[src/rtl/cpu_defs_pkg.sv]
// Shared definitions for the hardwired control sequencer: opcode classes,
// IR field positions, the sequencer state encoding and a small IR decoder.
package cpu_defs;

   localparam logic [4:0] OP_AND       = 5'b00101;
   localparam logic [4:0] OP_RTYPE_MAX = 5'b01100;
   localparam logic [4:0] OP_NOP       = 5'b11010;
   localparam logic [4:0] OP_HALT      = 5'b11011;

   localparam int OPCODE_LSB = 27;
   localparam int RA_LSB     = 23;
   localparam int RB_LSB     = 19;
   localparam int RC_LSB     = 15;

   typedef enum logic [2:0] {
      ST_RESET = 3'd0,
      ST_T0    = 3'd1,
      ST_T1    = 3'd2,
      ST_T2    = 3'd3,
      ST_T3    = 3'd4,
      ST_T4    = 3'd5,
      ST_T5    = 3'd6,
      ST_HALT  = 3'd7
   } seqState_t;

   typedef struct packed {
      logic [4:0] opcode;
      logic [3:0] ra;
      logic [3:0] rb;
      logic [3:0] rc;
   } irFields_t;

   // Splits the instruction word into opcode and the three register indices.
   function automatic irFields_t decodeIr(input logic [31:0] ir);
      irFields_t f;
      f.opcode = ir[OPCODE_LSB +: 5];
      f.ra     = ir[RA_LSB +: 4];
      f.rb     = ir[RB_LSB +: 4];
      f.rc     = ir[RC_LSB +: 4];
      return f;
   endfunction

   // Three-register ALU instructions occupy the bottom of the opcode space.
   function automatic logic isRtype(input logic [4:0] op);
      return (op <= OP_RTYPE_MAX);
   endfunction

endpackage

[src/rtl/reg_select_decoder.sv]
// Turns a 4-bit register index into a one-hot 16-bit select, or all zeros
// when the select is not enabled.
module reg_select_decoder (
   input  logic [3:0]  index,
   input  logic        enable,
   output logic [15:0] oneHot
);

   // Only the addressed register line rises, and only while enabled, so the
   // datapath never sees more than one register driving or loading at once.
   always_comb begin
      oneHot = '0;
      if (enable) begin
         oneHot[index] = 1'b1;
      end
   end

endmodule

[src/rtl/control_sequencer.sv]
// Hardwired control unit for the single-bus datapath. Fetches through the
// PC/MAR/MDR/IR path, then steps three-register ALU instructions through
// T3..T5. Strobes are a Moore decode of the state register and the live IR.
module control_sequencer
   import cpu_defs::*;
#(
   parameter int MEM_WAIT_MAX = 15
) (
   input  logic        Clock,
   input  logic        clear,
   input  logic [31:0] IR,
   input  logic        MemRdy,
   output logic        PCout,
   output logic        IncPC,
   output logic        Zin,
   output logic        Zlowout,
   output logic        PCin,
   output logic        Read,
   output logic        MDRin,
   output logic        MDRout,
   output logic        IRin,
   output logic        Yin,
   output logic        aluin,
   output logic [4:0]  aluControl,
   output logic [15:0] Rout,
   output logic [15:0] Rin,
   output logic        Run,
   output logic        MemErr
);

   localparam int WAIT_W = (MEM_WAIT_MAX > 1) ? $clog2(MEM_WAIT_MAX + 1) : 1;
   localparam logic [WAIT_W-1:0] WAIT_LAST = WAIT_W'(MEM_WAIT_MAX - 1);

   seqState_t         state;
   seqState_t         nextState;
   logic [WAIT_W-1:0] waitCount;
   logic              releaseSeen;
   logic              memErrReg;
   irFields_t         fields;
   logic              rtype;
   logic              memTimeout;
   logic [3:0]        routIndex;
   logic              routEnable;
   logic              rinEnable;
   logic              unusedIrBits;

   assign fields       = decodeIr(IR);
   assign rtype        = isRtype(fields.opcode);
   assign unusedIrBits = ^IR[14:0];
   assign memTimeout   = (state == ST_T1) && !MemRdy && (waitCount == WAIT_LAST);

   // State register. The reset branch forces RESET so every decoded strobe
   // drops the moment clear goes low, independent of the clock.
   always_ff @(posedge Clock or negedge clear) begin
      if (!clear) begin
         state <= ST_RESET;
      end else begin
         state <= nextState;
      end
   end

   // Remembers that one full clock has passed since clear was released, so
   // RESET is held for exactly one cycle before the first T0.
   always_ff @(posedge Clock or negedge clear) begin
      if (!clear) begin
         releaseSeen <= 1'b0;
      end else begin
         releaseSeen <= 1'b1;
      end
   end

   // Counts consecutive low MemRdy cycles in T1. It is zeroed while in T0 so
   // every T1 entry starts from zero, which also marks the first T1 cycle.
   always_ff @(posedge Clock or negedge clear) begin
      if (!clear) begin
         waitCount <= '0;
      end else if (state == ST_T0) begin
         waitCount <= '0;
      end else if ((state == ST_T1) && !MemRdy && (waitCount != WAIT_LAST)) begin
         waitCount <= waitCount + 1'b1;
      end
   end

   // Sticky memory timeout flag; only reset can clear it.
   always_ff @(posedge Clock or negedge clear) begin
      if (!clear) begin
         memErrReg <= 1'b0;
      end else if (memTimeout) begin
         memErrReg <= 1'b1;
      end
   end

   // Next-state logic: fetch in T0..T2, then either execute an ALU op in
   // T3..T5, skip back to T0 for NOP/illegal, or stop on HALT or timeout.
   always_comb begin
      nextState = state;
      unique case (state)
         ST_RESET: if (releaseSeen) nextState = ST_T0;
         ST_T0:    nextState = ST_T1;
         ST_T1: begin
            if (MemRdy) begin
               nextState = ST_T2;
            end else if (memTimeout) begin
               nextState = ST_HALT;
            end
         end
         ST_T2:    nextState = ST_T3;
         ST_T3: begin
            if (rtype) begin
               nextState = ST_T4;
            end else if (fields.opcode == OP_HALT) begin
               nextState = ST_HALT;
            end else begin
               nextState = ST_T0;
            end
         end
         ST_T4:    nextState = ST_T5;
         ST_T5:    nextState = ST_T0;
         ST_HALT:  nextState = ST_HALT;
         default:  nextState = ST_RESET;
      endcase
   end

   // Strobe decode. Only the first T1 cycle reloads the PC; wait cycles keep
   // the read going without touching the PC again.
   always_comb begin
      PCout      = 1'b0;
      IncPC      = 1'b0;
      Zin        = 1'b0;
      Zlowout    = 1'b0;
      PCin       = 1'b0;
      Read       = 1'b0;
      MDRin      = 1'b0;
      MDRout     = 1'b0;
      IRin       = 1'b0;
      Yin        = 1'b0;
      aluin      = 1'b0;
      aluControl = 5'd0;
      unique case (state)
         ST_T0: begin
            PCout = 1'b1;
            IncPC = 1'b1;
            Zin   = 1'b1;
         end
         ST_T1: begin
            Read  = 1'b1;
            MDRin = 1'b1;
            if (waitCount == '0) begin
               Zlowout = 1'b1;
               PCin    = 1'b1;
            end
         end
         ST_T2: begin
            MDRout = 1'b1;
            IRin   = 1'b1;
         end
         ST_T3: begin
            Yin = rtype;
         end
         ST_T4: begin
            aluin      = 1'b1;
            Zin        = 1'b1;
            aluControl = fields.opcode;
         end
         ST_T5: begin
            Zlowout = 1'b1;
         end
         default: begin
         end
      endcase
   end

   // Register select steering: rb drives the bus in T3, rc in T4, and ra is
   // loaded in T5 after both operands have already been read.
   always_comb begin
      routIndex  = (state == ST_T4) ? fields.rc : fields.rb;
      routEnable = ((state == ST_T3) && rtype) || (state == ST_T4);
      rinEnable  = (state == ST_T5);
   end

   reg_select_decoder routDecoder (
      .index  (routIndex),
      .enable (routEnable),
      .oneHot (Rout)
   );

   reg_select_decoder rinDecoder (
      .index  (fields.ra),
      .enable (rinEnable),
      .oneHot (Rin)
   );

   assign Run    = (state != ST_RESET) && (state != ST_HALT);
   assign MemErr = memErrReg;

endmodule

[config.mk]
export PLATFORM = sky130hd
export DESIGN_NAME = control_sequencer
export DESIGN_NICKNAME = d
export VERILOG_FILES = /design/src/rtl/cpu_defs_pkg.sv /design/src/rtl/reg_select_decoder.sv /design/src/rtl/control_sequencer.sv
export SDC_FILE = /design/constraint.sdc
export NUM_CORES = 1
export LEC_CHECK = 0
export CAP_MARGIN = 20
export CELL_PAD_IN_SITES_DETAIL_PLACEMENT = 1
export CELL_PAD_IN_SITES_GLOBAL_PLACEMENT = 1
export CORE_ASPECT_RATIO = 1.2
export CORE_MARGIN = 5
export CORE_UTILIZATION = 20
export CTS_BUF_LIST = sky130_fd_sc_hd__clkbuf_4
export DETAILED_ROUTE_END_ITERATION = 10
export GPL_ROUTABILITY_DRIVEN = 0
export GPL_TIMING_DRIVEN = 0
export PLACE_DENSITY = 0.91
export SYNTH_ARGS = -nofsm -noshare
export SYNTH_HDL_FRONTEND = slang
export SYNTH_HIERARCHICAL = 1
export SYNTH_SLANG_ARGS = --single-unit
export TNS_END_PERCENT = 10
[constraint.sdc]
create_clock -name Clock -period 3.2 [get_ports Clock]
set_clock_uncertainty 0.1 [all_clocks]
set_input_delay 0.64 -clock Clock [delete_from_list [all_inputs] [get_ports Clock]]
set_output_delay 0.64 -clock Clock [all_outputs]
set_load 0.01 [all_outputs]
==> results.ini, run 1 <==
[status]
status = complete, no violations

[worst_setup_path]
crit_slowest_cell = clkdlybuf4s50_1
arrival_ns = 2.39
path_class = input port to output port
path_buf_inv = 2
crit_family = buffers and inverters
crit_path_start_kind = input port
timing.critical_path.slowest_cell_delay_ns = 0.45
crit_required_ns = 2.46
worstPathCellList = clkdlybuf4s50_1 -> o211ai_1 -> a21oi_1 -> nor3_2 -> or3b_4 -> nor2_1 -> clkdlybuf4s15_2
cp-end-kind = output port
cp_max_fo = 4

[finish]
antennaDiodeCount = 0
fin_area_sq_um = 1770
num-nets-final = 241
mostFrequentLayoutCells = clkdlybuf4s50_1, nor2_1, dfrtp_1, nor3_1, and3_1
layout_commonest_cell = clkdlybuf4s50_1
area_delta_synth_final_pct = 90.6
multi_input_area_sq_um = 684
drive_gt1_share_pct = 19.3
fillerInstances = 537
sequential_cell_area_sq_um = 226

[routing]
avgRoutedWirePerCell_um = 14.3
drt_drc_violations_left = 0
firstDrtPassIters = 4
routed_wl_um = 3720
vias = 1214
drtIter0Drc = 19
ant_nets = 0
via_per_inst = 4.67

[yosys]
yosysWarnings = 6
synth_cell_type_count = 36
seq_area_frac_synth_pct = 24.3
synth_edf_count = 0
synthCells = 127
synth.avg_cell_area_sq_um = 7.31
netlist_area_sq_um = 928
syn_nets = 165
ys_ff_latch = 9
synthFlopType = dfrtp_1
synth-async-reset-ratio_pct = 100

[floorplanning]
dieArea_sq_um = 6110
rows = 27
die_x_um = 72.2
pin_count = 85
initial_core_util_pct = 20.4
chipHeight_um = 84.6
core_area_sq_um = 4560

[timing]
setup_viol = 0
hold_violations = 0
period_share_pct = 97.8
period_minus_slack_ns = 3.13
slew_viol_final = 0
fmax_mhz = 319
rsz0062_at_grt = yes

[clock_network]
ctsRootBufferMaster = clkbuf_4
cts_buffers = 3
cts_max_path_buffers = 2
htree_levels = 1
clkTransAtPathRegs_ns = 0.06
cts_sinks = 9
cts_tree = built
clk_latency_ns = 0.25

[placement]
place_area_sq_um = 1690
portBuffers = 69
hpwl_um = 3160

[global_routing]
groute.layer.met3.usage_pct = 2.75
gr-total-overflow = 0
grt.total_usage_pct = 12.1
grt_use_met1_pct = 12.9
grt_pass1_vias = 1325
grt_antenna_before_repair = 0
top_usage_layer = met2
grt_pass1_wl_um = 6200
use_met2_pct = 23.7
grt_max_degree = 11

[power]
vdd_ir_drop_max_mv = 0.316
powerDensity_nw_per_um2 = 550
cellLeakagePower_uw = 0.000748
p_total_uw = 974

[min_path]
hp-class = flop to flop

[run]
maxCapViolCount = 0

## where the power goes
group | switching [uW] | internal (uW)
sequential | 40.0 | 145
clock | 38.7 | 56.5
combinational | 348 | 346
total | 427 | 547
## kinds of logic after synthesis
family / Yosys count / share of synthesized area (%)
simple gates: 82 / 48.7
compound gates: 15 / 11.2
buf+inv: 13 / 6.60
flops: 9 / 24.3
mux: 4 / 4.85
fa+ha+maj: 3 / 4.04
other cells: 1 / 0.404
## metrics by stage
stage	std cells	setup TNS, ns	setup slack (ns)	utilization (%)	hold WS, ns
finish	260	0	0.0700	38.8	0.359
global route	260	-0.117	-0.0345	38.8	0.386
CTS	260	-0.0183	-0.0183	38.1	0.367
detailed placement	254	-5.85	-0.514	37.1	0.346
global placement	254	-3.72	-0.393	37.1	0.347
floorplan	127	0	0.422	-	0.244
## flip-flops by register name, summed over array words and instances, names as in the netlist
name	flops
releaseSeen	1
waitCount	4
MemErr	1
state	3
## metal layers
metal	vias to the layer above	part of all wire (%)
met3	0	9.4
met5	-	0
li1	593	-
met4	0	0
met2	47	53
met1	574	38
## path summary, 6_finish.rpt
| path | from | end | slack [ns] | cells past startpoint |
|---|---|---|---|---|
| max reg2reg | state[2] | waitCount[2] | 1.53 | 3 |
| max in group asynchronous | clear | state[1] | 2.10 | 1 |
| min in group asynchronous | clear | MemErr | 0.58 | 1 |
| max | IR[28] | Rout[2] | 0.07 | 7 |
| min reg2reg | MemErr | MemErr | 0.36 | 1 |
| min | MemErr | MemErr | 0.36 | 1 |
## repair_timing
| action | in CTS | in global routing |
|---|---|---|
| gates resized for setup | 30 | 24 |
| setup endpoints to repair | 20 | 22 |
| pin swaps | 3 | 4 |
| cloned | 0 | 0 |
| hold buffers | 0 | 0 |
| buffers inserted | 2 | 0 |
## synthesized netlist by cell type (2+ instances only)
cell type	number	share of area, %
and2_1	2	1.3
nor3_2	2	2.2
nand2b_1	5	3.4
and3_1	8	5.4
buf_4	3	2.4
dfrtp_1	9	24
mux2_2	4	4.9
or3b_4	2	2.4
nor3_1	12	6.5
clkbuf_1	4	1.6
nor2_1	30	12
ha_1	3	4.0
and4b_1	2	2.2
a21oi_1	4	2.2
nand3b_1	4	3.2
inv_1	5	2.0
nand2_1	4	1.6
nand3_1	6	3.2
## area by class of cell
| type | count | share of cell area (%) |
|---|---|---|
| repair buffers | 71 | 39.0 |
| well taps | 58 | 4.10 |
| inverters | 5 | 1.06 |
| clock buffers | 4 | 1.70 |
| flip-flops and latches | 9 | 12.8 |
| multi-input cells | 105 | 38.7 |
| plain buffers | 8 | 2.69 |
(Power assumes the default switching activity.)
==> inputs of run 2 (changes only) <==
- TNS_END_PERCENT: 10 -> default
==> results.ini, run 2 (synthesized netlist as in run 1, its figures left out) <==
[status]
status = complete, no violations  ; unchanged

[min_path]
whs_path_depth = 1  ; unchanged
hp-class = flop to flop  ; unchanged
holdPathEnd = MemErr  ; unchanged
min-delay-start = MemErr  ; unchanged

[clock_network]
ctsRootBufferMaster = clkbuf_4  ; unchanged
cts_sinks = 9  ; unchanged
htree_levels = 1  ; unchanged
cts_buffers = 3  ; unchanged
cts_max_path_buffers = 2  ; unchanged
clkTransAtPathRegs_ns = 0.06  ; about the same
cts_tree = built  ; unchanged
clk_latency_ns = 0.25  ; about the same

[finish]
drive_gt1_share_pct = 20.0  ; was 19.3%
fillerInstances = 543  ; was 537
antennaDiodeCount = 0  ; unchanged
regMostFlops = waitCount  ; unchanged
num-nets-final = 244  ; was 241
area_delta_synth_final_pct = 91.6  ; was 90.6%
reg_top3 = waitCount: 4 flops, state: 3 flops  ; unchanged
mostFrequentLayoutCells = clkdlybuf4s50_1, nor2_1, dfrtp_1, nor3_1  ; was clkdlybuf4s50_1, nor2_1, dfrtp_1, nor3_1, and3_1
largest_reg_flops = 4  ; unchanged
layout_commonest_cell = clkdlybuf4s50_1  ; unchanged

[power]
vdd_ir_drop_max_mv = 0.314  ; was 0.316 mV
power_frac_comb_pct = 71.7  ; was 71.3%
pwr-share-seq_pct = 18.6  ; was 19.0%
switching_power_uw = 429  ; was 427 uW
p_sw_share_pct = 43.6  ; was 43.8%
power.internal_uw = 554  ; was 547 uW
cellLeakagePower_uw = 0.000783  ; was 0.000748 uW
powerDensity_nw_per_um2 = 552  ; was 550 nW/um^2
p_clk_share_pct = 9.6  ; was 9.8%

[timing]
setup_viol = 0  ; unchanged
period_share_pct = 96.1  ; was 97.8%
rsz0062_at_grt = no  ; was yes
whs_ns = 0.359  ; unchanged
final.setup.tns_ns = 0  ; unchanged
fmax_mhz = 325  ; was 319 MHz
hold_violations = 0  ; unchanged
slew_viol_final = 0  ; unchanged
period_minus_slack_ns = 3.08  ; was 3.13 ns

[worst_setup_path]
worstPathCellList = nor2b_4 -> and2_1 -> clkbuf_2 -> mux2_2 -> or3b_4 -> nor2_1 -> clkdlybuf4s15_2  ; was clkdlybuf4s50_1 -> o211ai_1 -> a21oi_1 -> nor3_2 -> or3b_4 -> nor2_1 -> clkdlybuf4s15_2
crit_path_start_kind = flop  ; was input port
r2r-end = waitCount[2]  ; unchanged
cp_max_fo = 5  ; was 4
reg2reg_depth = 3  ; unchanged
reg2reg_from = state[2]  ; unchanged
path_class = flop to output port  ; was input port to output port
timing.critical_path.slowest_cell_delay_ns = 0.44  ; was 0.45 ns
reg2reg_slack_ns = 1.53  ; about the same
crit_required_ns = 2.46  ; about the same
crit_slowest_cell = or3b_4  ; was clkdlybuf4s50_1
arrival_ns = 2.34  ; was 2.39 ns
cp-end-kind = output port  ; unchanged

[floorplanning]
core_area_sq_um = 4560  ; unchanged
rows = 27  ; unchanged
die_x_um = 72.2  ; unchanged
dieArea_sq_um = 6110  ; unchanged
initial_core_util_pct = 20.4  ; unchanged
pin_count = 85  ; unchanged
chipHeight_um = 84.6  ; unchanged

[run]
maxCapViolCount = 0  ; unchanged

[routing]
ant_nets = 0  ; unchanged
avgRoutedWirePerCell_um = 14.6  ; was 14.3 um
vias = 1227  ; was 1214
routed_wl_um = 3850  ; was 3720 um
via_per_inst = 4.67  ; about the same
drtIter0Drc = 33  ; was 19
drt_drc_violations_left = 0  ; unchanged
firstDrtPassIters = 4  ; unchanged

[placement]
portBuffers = 69  ; unchanged
hpwl_um = 3160  ; unchanged

[global_routing]
gr-total-overflow = 0  ; unchanged
grt_pass1_wl_um = 6230  ; was 6200 um
grt_max_degree = 11  ; unchanged
grt_antenna_before_repair = 0  ; unchanged
grt_pass1_vias = 1329  ; was 1325
grt.total_usage_pct = 12.2  ; was 12.1%

==> run 2: cell types whose count changed in the layout (fill, tap and decap cells not counted), sizes merged <==
cell	change
clkdlybuf4s15	-4
dlygate4sd2	+4
buf	+3
clkdlybuf4s50	-1
dlymetal6s2s	+1
==> run 2: layout make-up <==
| class | instances | area [sq um] | share of cell area, % |
|---|---|---|---|
| Buffer | 8 | 45.0 | 2.53 |
| Timing Repair Buffer | 74 | 711 | 39.9 |
| Tap cell | 58 | 72.6 | 4.08 |
| Multi-Input combinational cell | 105 | 677 | 38.0 |
| Clock buffer | 4 | 30.0 | 1.69 |
| Sequential cell | 9 | 225 | 12.7 |
| Inverter | 5 | 18.8 | 1.05 |
==> run 2: layer usage <==
metal	vias up	track usage, %	routed length, um
met5	-	0	0
met4	0	2.05	0
met3	0	2.75	341
met2	47	24.1	2060
met1	583	12.9	1440
li1	597	-	-
==> run 2: metrics by stage <==
stage	setup slack [ns]	cell area [sq um]	total power, uW	util (%)	cells
after floorplan	0.422	928	534	-	127
after global placement	-0.393	1690	817	37.1	254
after detailed placement	-0.514	1690	840	37.1	254
after CTS	0.00112	1750	967	38.3	261
after global routing	0.00132	1780	1070	39.0	263
final	0.124	1780	983	39.0	263
==> run 2: worst max-delay path by stage <==
stage	start	end	slack [ns]	cells after the start
after floorplan	state[1]	Rout[1]	0.42	6
after global placement	IR[28]	Rout[3]	-0.39	7
after detailed placement	IR[28]	Rout[0]	-0.51	7
after CTS	IR[27]	Rout[2]	0.001	7
after global routing	state[1]	Rout[2]	0.001	7
final	state[1]	Rout[2]	0.12	7
==> run 2: critical path, delay by kind of cell, from the launching register on <==
| kind | cells | cell delay [ns] |
|---|---|---|
| buf+inv | 2 | 0.41 |
| simple gates | 4 | 0.86 |
| mux | 1 | 0.38 |
| flops | 1 | 0.43 |
==> run 2: timing repair <==
item,4_1_cts,5_1_grt
endpoints found under the setup margin,20,18
pin swaps,3,3
hold buffers,0,0
gates resized for setup,36,13
setup buffers,3,2
==> run 2: power groups by stage <==
stage          logic, uW  registers (uW)  clock network, uW
2_1_floorplan        365             169                  0
3_3_place_gp         641             176                  0
3_5_place_dp         659             181                  0
4_1_cts              685             183               99.3
5_1_grt              774             189                109
6_report             705             183               94.8
==> inputs of run 3 (changes only) <==
- SETUP_SLACK_MARGIN: default -> 0.15
==> results.ini, run 3 (synthesized netlist as in run 1, its figures left out) <==
[status]
status = complete, no violations  ; unchanged

[finish]
fin_area_sq_um = 1760  ; was 1780 sq um
drive_gt1_share_pct = 23.4  ; was 20.0%
mostFrequentLayoutCells = clkdlybuf4s50_1, nor2_1, buf_4  ; was clkdlybuf4s50_1, nor2_1, dfrtp_1, nor3_1
regMostFlops = waitCount  ; unchanged
num-nets-final = 244  ; unchanged
area_delta_synth_final_pct = 89.8  ; was 91.6%
largest_reg_flops = 4  ; unchanged
reg_top3 = waitCount: 4 flops, state: 3 flops  ; unchanged
layout_commonest_cell = clkdlybuf4s50_1  ; unchanged
antennaDiodeCount = 0  ; unchanged

[power]
switching_power_uw = 434  ; was 429 uW
p_total_uw = 997  ; was 983 uW
p_sw_share_pct = 43.5  ; was 43.6%
pwr-share-seq_pct = 18.6  ; about the same
power.internal_uw = 563  ; was 554 uW
power_frac_comb_pct = 71.9  ; was 71.7%
cellLeakagePower_uw = 0.000794  ; was 0.000783 uW
powerDensity_nw_per_um2 = 566  ; was 552 nW/um^2
vdd_ir_drop_max_mv = 0.295  ; was 0.314 mV
p_clk_share_pct = 9.5  ; was 9.6%

[clock_network]
cts_tree = built  ; unchanged
clk_latency_ns = 0.25  ; about the same
holdBufCountCts = 0  ; unchanged
cts_buffers = 3  ; unchanged
htree_levels = 1  ; unchanged
cts_sinks = 9  ; unchanged
ctsRootBufferMaster = clkbuf_4  ; unchanged
clkTransAtPathRegs_ns = 0.06  ; about the same
cts_max_path_buffers = 2  ; unchanged

[worst_setup_path]
reg2reg_depth = 3  ; unchanged
path_class = flop to output port  ; unchanged
crit_end = Rin[1]  ; was Rout[2]
arrival_ns = 2.21  ; was 2.34 ns
crit_start = state[0]  ; was state[1]
r2r-end = waitCount[2]  ; unchanged
reg2reg_slack_ns = 1.53  ; about the same
reg2reg_from = state[2]  ; unchanged
cp-end-kind = output port  ; unchanged
crit_path_start_kind = flop  ; unchanged
crit_required_ns = 2.46  ; about the same
cp_max_fo = 10  ; was 5

[placement]
place_area_sq_um = 1690  ; unchanged
hpwl_um = 3160  ; unchanged
portBuffers = 69  ; unchanged

[timing]
setup_viol = 0  ; unchanged
slew_viol_final = 0  ; unchanged
period_minus_slack_ns = 2.95  ; was 3.08 ns
rsz0062_at_grt = no  ; unchanged
period_share_pct = 92.2  ; was 96.1%
hold_violations = 0  ; unchanged
fmax_mhz = 339  ; was 325 MHz

[floorplanning]
pin_count = 85  ; unchanged
die_x_um = 72.2  ; unchanged
rows = 27  ; unchanged
initial_core_util_pct = 20.4  ; unchanged
core_area_sq_um = 4560  ; unchanged
chipHeight_um = 84.6  ; unchanged
dieArea_sq_um = 6110  ; unchanged

[global_routing]
grt.total_usage_pct = 12.3  ; was 12.2%
grt_pass1_wl_um = 6290  ; was 6230 um
grt_max_degree = 11  ; unchanged
grt_antenna_before_repair = 0  ; unchanged
groute.layer.met3.usage_pct = 2.75  ; unchanged
use_met2_pct = 24.4  ; was 24.1%
gr-total-overflow = 0  ; unchanged
grt_use_met1_pct = 12.9  ; unchanged
top_usage_layer = met2  ; unchanged
grt_pass1_vias = 1339  ; was 1329

[run]
maxCapViolCount = 0  ; unchanged

[routing]
avgRoutedWirePerCell_um = 14.1  ; was 14.6 um
firstDrtPassIters = 4  ; unchanged
via_per_inst = 4.62  ; was 4.67
drtIter0Drc = 25  ; was 33
routed_wl_um = 3720  ; was 3850 um
drt_drc_violations_left = 0  ; unchanged
ant_nets = 0  ; unchanged
vias = 1214  ; was 1227

[min_path]
hp-class = flop to flop  ; unchanged
whs_path_depth = 1  ; unchanged

==> run 3: cell count changes in the layout (fill, tap and decap cells not counted), sizes merged <==
cell	change
dlygate4sd2	-2
buf	+6
clkdlybuf4s50	-2
clkdlybuf4s15	-4
clkbuf	+2
==> run 3: final cells by class <==
cell class | count | area [sq um]
Inverter | 5 | 18.8
Buffer | 8 | 50.0
Multi-Input combinational cell | 105 | 696
Clock buffer | 4 | 30.0
Sequential cell | 9 | 226
Timing Repair Buffer | 74 | 668
Fill cell | 555 | 2800
Tap cell | 58 | 72.6
==> run 3: how the worst min path moves through the flow <==
stage / from / to / slack (ns)
3_5_place_dp: MemErr / MemErr / 0.35
3_3_place_gp: MemErr / MemErr / 0.35
5_1_grt: MemErr / MemErr / 0.39
4_1_cts: MemErr / MemErr / 0.37
6_report: MemErr / MemErr / 0.36
2_1_floorplan: clear / MemErr / 0.24
==> run 3: critical path: stages (launching register included) <==
cell and delay (ns):
dfrtp_1 0.40, buf_2 0.19, nand2b_4 0.19, nor2_4 0.11, or3b_4 0.42, nor2_2 0.11, clkdlybuf4s50_1 0.54
==> run 3: per-layer routing <==
layer	up-vias	routed length (um)
met5	-	0
met1	568	1390
met4	0	0
met3	0	346
li1	600	-
met2	46	1990
==> run 3: what timing repair did <==
action                     4_1_cts  5_1_grt
setup endpoints to repair       31       20
resized for setup               42       31
buffers inserted                 5        0
pin swaps                        3        6
==> run 3: per-stage QoR <==
stage	hold WS [ns]	TNS, ns	worst slack (ns)	utilization (%)	instances
6_report	0.359	0	0.248	38.6	263
3_5_place_dp	0.346	-5.85	-0.514	37.1	254
2_1_floorplan	0.244	0	0.422	-	127
5_1_grt	0.386	0	0.147	38.6	263
3_3_place_gp	0.347	-3.72	-0.393	37.1	254
4_1_cts	0.367	0	0.153	38.3	263
==> run 3: power groups by stage <==
| stage | combinational [uW] | clock (uW) | sequential [uW] |
|---|---|---|---|
| after CTS | 711 | 99.3 | 183 |
| after global routing | 789 | 109 | 189 |
| final | 717 | 94.8 | 185 |
| after detailed placement | 659 | 0 | 181 |
| after global placement | 641 | 0 | 176 |
| after floorplan | 365 | 0 | 169 |
